File: src/rtl/enhanced_cpu_param.sv
// Parametrised accumulator processor: single-port program/data RAM plus a
// fetch/decode/execute FSM with IN handshake, carry/overflow flags and program load.
module enhanced_cpu_param #(
    parameter int unsigned DATA_W = 8,
    parameter int unsigned ADDR_W = 5
) (
    input  logic              clock,
    input  logic              reset,
    input  logic              start,
    input  logic [DATA_W-1:0] in_data,
    input  logic              in_valid,
    output logic              in_ready,
    input  logic              prog_we,
    input  logic [ADDR_W-1:0] prog_addr,
    input  logic [DATA_W-1:0] prog_data,
    output logic [DATA_W-1:0] out1,
    output logic              Aeq0,
    output logic              Apos,
    output logic              carry,
    output logic              ovf,
    output logic              halted,
    output logic [2:0]        ir
);

    localparam int unsigned DEPTH = 1 << ADDR_W;

    typedef enum logic [2:0] {
        S_HALT, S_FETCH, S_LOADIR, S_DECODE, S_EXEC, S_INWAIT
    } state_t;

    typedef enum logic [2:0] {
        OP_LOAD  = 3'b000, OP_STORE = 3'b001, OP_ADD  = 3'b010, OP_SUB  = 3'b011,
        OP_IN    = 3'b100, OP_JZ    = 3'b101, OP_JPOS = 3'b110, OP_HALT = 3'b111
    } opcode_t;

    state_t            state;
    logic [ADDR_W-1:0] pc;
    logic [DATA_W-1:0] ir_q;
    logic [DATA_W-1:0] a;
    logic [DATA_W-1:0] mem [DEPTH];
    logic [DATA_W-1:0] q;

    logic [ADDR_W-1:0] ram_addr;
    logic [DATA_W-1:0] ram_wdata;
    logic              ram_we;

    opcode_t           op;
    logic [ADDR_W-1:0] ir_addr;
    logic [DATA_W:0]   sum;
    logic [DATA_W:0]   diff;
    logic              add_ovf;
    logic              sub_ovf;
    logic              unused_ir_bits;

    assign op             = opcode_t'(ir_q[DATA_W-1 -: 3]);
    assign ir_addr        = ir_q[ADDR_W-1:0];
    assign unused_ir_bits = ^ir_q;

    assign sum     = {1'b0, a} + {1'b0, q};
    assign diff    = {1'b0, a} - {1'b0, q};
    assign add_ovf = (a[DATA_W-1] == q[DATA_W-1]) && (sum[DATA_W-1]  != a[DATA_W-1]);
    assign sub_ovf = (a[DATA_W-1] != q[DATA_W-1]) && (diff[DATA_W-1] != a[DATA_W-1]);

    // The single RAM port is shared by program load, fetch, operand read and STORE.
    always_comb begin
        ram_addr  = pc;
        ram_wdata = a;
        ram_we    = 1'b0;
        case (state)
            S_HALT: begin
                ram_addr  = prog_addr;
                ram_wdata = prog_data;
                ram_we    = prog_we;
            end
            S_DECODE: begin
                ram_addr = ir_addr;
                ram_we   = (op == OP_STORE);
            end
            default: ;
        endcase
    end

    always_ff @(posedge clock) begin
        if (ram_we)
            mem[ram_addr] <= ram_wdata;
        q <= mem[ram_addr];
    end

    always_ff @(posedge clock or negedge reset) begin
        if (!reset) begin
            state <= S_HALT;
            pc    <= '0;
            ir_q  <= '0;
            a     <= '0;
            carry <= 1'b0;
            ovf   <= 1'b0;
        end else begin
            case (state)
                S_HALT: begin
                    if (start) begin
                        pc    <= '0;
                        state <= S_FETCH;
                    end
                end
                S_FETCH:  state <= S_LOADIR;
                S_LOADIR: begin
                    ir_q  <= q;
                    pc    <= pc + 1'b1;
                    state <= S_DECODE;
                end
                S_DECODE: begin
                    case (op)
                        OP_LOAD, OP_ADD, OP_SUB: state <= S_EXEC;
                        OP_STORE: state <= S_FETCH;
                        OP_JZ: begin
                            if (a == '0)
                                pc <= ir_addr;
                            state <= S_FETCH;
                        end
                        OP_JPOS: begin
                            if (!a[DATA_W-1])
                                pc <= ir_addr;
                            state <= S_FETCH;
                        end
                        OP_IN:   state <= S_INWAIT;
                        OP_HALT: state <= S_HALT;
                    endcase
                end
                S_EXEC: begin
                    case (op)
                        OP_LOAD: a <= q;
                        OP_ADD: begin
                            a     <= sum[DATA_W-1:0];
                            carry <= sum[DATA_W];
                            ovf   <= add_ovf;
                        end
                        OP_SUB: begin
                            a     <= diff[DATA_W-1:0];
                            carry <= diff[DATA_W];
                            ovf   <= sub_ovf;
                        end
                        default: ;
                    endcase
                    state <= S_FETCH;
                end
                S_INWAIT: begin
                    if (in_valid) begin
                        a     <= in_data;
                        state <= S_FETCH;
                    end
                end
                default: state <= S_HALT;
            endcase
        end
    end

    assign out1     = a;
    assign Aeq0     = (a == '0);
    assign Apos     = ~a[DATA_W-1];
    assign halted   = (state == S_HALT);
    assign in_ready = (state == S_INWAIT);
    assign ir       = ir_q[DATA_W-1 -: 3];

endmodule

File: config.mk
export PLATFORM = sky130hd
export DESIGN_NAME = enhanced_cpu_param
export DESIGN_NICKNAME = d
export VERILOG_FILES = /design/src/rtl/enhanced_cpu_param.sv
export SDC_FILE = /design/constraint.sdc
export NUM_CORES = 1
export LEC_CHECK = 0
export CORE_ASPECT_RATIO = 1.75
export CORE_MARGIN = 2
export CORE_UTILIZATION = 50
export DETAILED_ROUTE_END_ITERATION = 7
export GPL_TIMING_DRIVEN = 0
export PLACE_DENSITY = 0.64
export SKIP_LAST_GASP = 1
export SYNTH_ARGS = -nofsm -noshare
export SYNTH_HDL_FRONTEND = slang
export SYNTH_SLANG_ARGS = --single-unit
File: constraint.sdc
create_clock -name clock -period 5.82 [get_ports clock]
set_input_delay 1.164 -clock clock [delete_from_list [all_inputs] [get_ports clock]]
set_output_delay 1.164 -clock clock [all_outputs]
set_load 0.05 [all_outputs]
### Yosys cells after proc, flatten, opt, wreduce, memory -nomap -nowiden

Memory sizes are Yosys's and may differ from the RTL's. A register that Yosys moved wholly into a read port is not among the register bits.
Cells that the tools add are included.

* register bits: 26
* memory bits (writable): 256
* bits of input ports: 26
* memories: 1

* add/sub/neg operators: 3
* eq/ne operators: 22
* mux-type cells: 19
* bitwise logic cells: 1
* reduce and logical (&&, ||, !) cells: 14

Memory list
* mem: words 32, width 8, rd ports 1, clocked after memory_dff 1, write ports 1, line 40 `logic [DATA_W-1:0] mem [DEPTH];`

Operators with widths (number)
* 8-bit case mux with 3 select lines: 1
* 5-bit case mux with 2 select lines: 2
* 3-bit == test (second input constant): 6
* 3-bit case mux with 6 select lines: 1
* 8-bit 2-to-1 mux: 2
* 8-bit case mux with 2 select lines: 1
* 5-bit 2-to-1 mux: 3
* 5-bit case mux with 3 select lines: 1
* 3-bit by 2-bit == test with 1-bit output (second input constant): 4
* 3-bit case mux with 4 select lines: 1
* 8-bit by 8-bit adder with 9-bit output: 1
* 8-bit by 8-bit subtractor with 9-bit output: 1
* 8-bit logical NOT: 1
* 3-bit by 1-bit == test with 1-bit output (second input constant): 2
* 3-bit logical NOT: 2
* 3-bit 2-to-1 mux: 2
* 3-bit inequality test (second input constant): 2
* 1-bit case mux with 2 select lines: 3
* 3-bit OR reduction: 2
* 5-bit by 1-bit adder with 5-bit output (second input constant): 1
* 5-bit AND reduction: 1
* 2-bit inequality test (second input constant): 2
* 4-bit inequality test (second input constant): 1
* 2-bit AND reduction: 2
* 9 further kinds: 14

### Longest topological paths before layout

* depth after elaboration: 4
* mapped depth: 11
* gate-level depth less buffers: 11

### Worst setup path after synthesis

OpenSTA, ideal clock, no wires.

* path kind: flip-flop to flip-flop
* start: reg state[1]
* end: mem mem[0][0], data pin
* library setup time: 0.455 ns
* arrival time: 2.646 ns
* required time: 5.365 ns
* path slack: 2.720 ns
* cell stages (with the launch flop): 6
* buffers on the path: 3
* period minus slack after synthesis: 3.100 ns
* path through: dfrtp_1 -> buf_4 -> buf_2 -> nor3_1 -> clkbuf_1 -> o21ai_0

* word-level cells in the longest chain between the ends: 2

RTL lines
* start, declared: line 36 `state_t state;`
* start signal, assigned: line 91 `state <= S_HALT;`
* start signal, assigned: line 102 `state <= S_FETCH;`
* start signal, assigned: line 105 `S_FETCH: state <= S_LOADIR;`
* 3-bit logical NOT
* named net halted: line 21 `output logic halted,`
* 8-bit 2-to-1 mux: line 69 `case (state)`
* named net ram_wdata[0]: line 44 `logic [DATA_W-1:0] ram_wdata;`
* end, declared: line 40

The timed path passes the listed nets, and every way through them passes these cells.

### Worst setup path after layout

* start: reg state[1]
* end: out halted

* word-level cells in the longest chain between the ends: 1

RTL lines
* 3-bit logical NOT: line 160 `assign halted = (state == S_HALT);`
* end, declared: line 21

Every way passes these cells.

==> reports/metrics.yaml <==
sta:
  rsz0062_at_grt: "no"
  layout_min_cycle_time_ps: 4330
  setup_violations: 0
  hold_violations: 0
  final.setup_skew_ps: 24.8
  tightest_slew_ps: 1290
  slew_headroom: 0.118
  setup_ws_ps: 1490
  fmax_ghz: 0.231
  period_share: 0.744
  setup_tns_ps: 0
  slew_viol_final: 0
critical_path:
  slowest_stage: "clkdlybuf4s50_1"
  worstSetupPathType: "reg -> out"
  path_max_fanout: 10
  r2r_start: "state[1]"
  worstPathCellList: "buf_4, buf_2, nor3_1, clkbuf_1, clkdlybuf4s50_1"
  cp-start-kind: "flip-flop"
  end_kind: "primary output"
  slowest_delay_ps: 920
  crit_arrival_ps: 3170
  required_ps: 4660
  cpLargestDelayFamily: "buffers and inverters"
  critPathBufInv: 4
  crit_start: "state[1]"
yosys:
  avgSynthCellArea_um2: 12.9
  ys.flop_type: "edfxtp_1"
  ys_types: 63
  netlist_instances: 989
  synth_top_area_cell: "edfxtp_1"
  synth_fp_nets: 1035
  synthTopCellsByArea: "edfxtp_1, mux2i_1, nand2_1, dfrtp_1, a21oi_1"
  synth-warning-count: 0
  synth_edf_count: 256
  netlist_area_um2: 12700
  synth_top_area_share: 0.605
  ys_seq_area_frac: 0.668
  synthArstFlopShare: 0.0897
  ys_seq_elements: 290
global_route:
  grt_overflow: 0
  grt_use_total: 0.245
  grt_pass1_wl_um: 49500
  first_global_vias: 8477
  antenna_found_initial: 0
  grt_max_degree: 33
power:
  power_mw: 9.27
  p_comb_frac: 0.495
  vdd_drop_max_uv: 406
  p_int_mw: 5.20
  p_sw_frac: 0.439
  p_switching_mw: 4.07
  power_frac_seq: 0.328
  power_leakage_nw: 5.20
  power.density_nw_per_um2: 645
  clkPwrFrac: 0.177
clock_tree:
  clockBufferDepth: 3
  cts-resized-gates: 0
  cts.sinks: 290
  root_buffer: "clkbuf_16"
  htree_levels: 1
  cts_buffers: 26
  cts_hold_buf: 0
  cts_tree: "done"
  clk_latency_ps: 550
  clk_pin_slew_ps: 70
  cts_setup_buffers: 0
die:
  core_region_area_um2: 25100
  io_pins: 43
  die-area_um2: 26800
  die_w_um: 125
  die_y_um: 215
  initial_core_util: 0.506
  fp-row-count: 77
place:
  preCtsSetupSlack_ps: 1380
  dp_hpwl_um: 23400
  port_buffers: 42
  place_congestion: 0.901
  postPlaceCellArea_um2: 13600
drt:
  first_pass_iters: 5
  ant_nets: 0
  num_vias: 8281
  drcViolationCount: 0
  drtIter0Drc: 607
  wl_um: 33000
  wl_per_cell_um: 23.6
  vias_per_cell: 5.92
finish:
  diodes: 0
  final_cell_mix: "edfxtp_1, nand2_1, mux2i_1"
  layout_commonest_cell: "edfxtp_1"
  layout-drive-gt1-share: 0.0924
  final_area_um2: 14400
  syn2layout_area_growth_pct: 13.0
  num-nets-final: 1109
  fillers: 2054
min_path:
  min_from: "carry"
  worstHoldPathType: "reg -> reg"
job:
  cap_viol_max_count: 0
status:
  status: "finished, final reports clean"
==> cells by family after synthesis <==
kind of cell	after synthesis	synth area share
fa+ha+maj	20	0.0209
flops	290	0.668
simple gates	329	0.118
xor+xnor	8	0.00551
compound gates	190	0.0954
mux	80	0.0637
buf+inv	72	0.0283
==> worst reg2reg max path, cell delays in order (launching register included) <==
cell and delay [ps]:
dfrtp_1 330, buf_4 160, inv_2 100, a32oi_1 250, and2_1 170, clkbuf_1 230
buf_2 320, buf_2 310, nand2_1 290, nor2_1 850
==> cells in the mapped netlist, drive strengths merged, types with 3 or more instances <==
| cell | instances |
|---|---|
| dfrtp | 26 |
| o21ai | 33 |
| o21bai | 3 |
| edfxtp | 256 |
| o211ai | 9 |
| a2111oi | 8 |
| nor4 | 17 |
| nand3 | 17 |
| o211a | 4 |
| clkbuf | 18 |
| a31oi | 6 |
| a211oi | 4 |
| inv | 23 |
| mux2i | 73 |
| o31ai | 6 |
| dfxtp | 8 |
| or3 | 6 |
| nand2b | 9 |
| o22ai | 31 |
| and2 | 4 |
| a22o | 3 |
| nor2b | 7 |
| a21oi | 64 |
| nand2 | 175 |
| nand4 | 14 |
| ha | 18 |
| buf | 31 |
| mux2 | 7 |
| nor3 | 15 |
| a21o | 3 |
| nor2 | 62 |
| xnor2 | 7 |
==> worst paths after layout <==
check                           cells past startpoint  slack, ps         end
worst min-delay path                                2        500       carry
worst max register to register                      9       2410  mem[11][1]
min in group asynchronous                           1        640       carry
max in group asynchronous                           1       4740       pc[1]
worst min register to register                      2        500       carry
worst max-delay path                                5       1490      halted
==> power by group through the flow <==
stage | clock network, mW | logic (mW) | registers, mW
global route | 1.72 | 4.93 | 3.06
floorplan | 0 | 2.92 | 3.13
detailed placement | 0 | 4.57 | 3.08
global placement | 0 | 4.46 | 3.10
CTS | 1.66 | 4.58 | 3.04
finish | 1.64 | 4.59 | 3.04
==> metal layers <==
layer | track usage | vias to the layer above | wire length, um
met5 | 0 | - | 0
met4 | 0.148 | 0 | 2150
li1 | - | 3844 | -
met3 | 0.0274 | 101 | 1470
met1 | 0.256 | 4057 | 11300
met2 | 0.465 | 279 | 18000
==> state kept, by name, indices dropped and copies added (netlist names) <==
signal	cells
mem	256
ir_q	8
out1	8
q	8
pc	5
state	3
carry	1
ovf	1
==> metrics by stage <==
stage          instances  hold slack (ps)   util
2_1_floorplan        989              461      -
3_3_place_gp        1347              484  0.538
3_5_place_dp        1351              487  0.540
4_1_cts             1398              504  0.572
5_1_grt             1398              523  0.572
6_report            1398              497  0.572
==> cell type report <==
class / instances / area (um^2) / area share
sequential: 290 / 8500 / 0.591
timing repair buffer: 46 / 455 / 0.0317
multi-input combinational: 627 / 3860 / 0.269
buffer: 49 / 274 / 0.0191
inverter: 23 / 86.3 / 0.00601
clock inverter: 16 / 106 / 0.00740
clock buffer: 31 / 691 / 0.0481
tap: 316 / 395 / 0.0275
No activity file was read; power rests on OpenSTA's default activity.
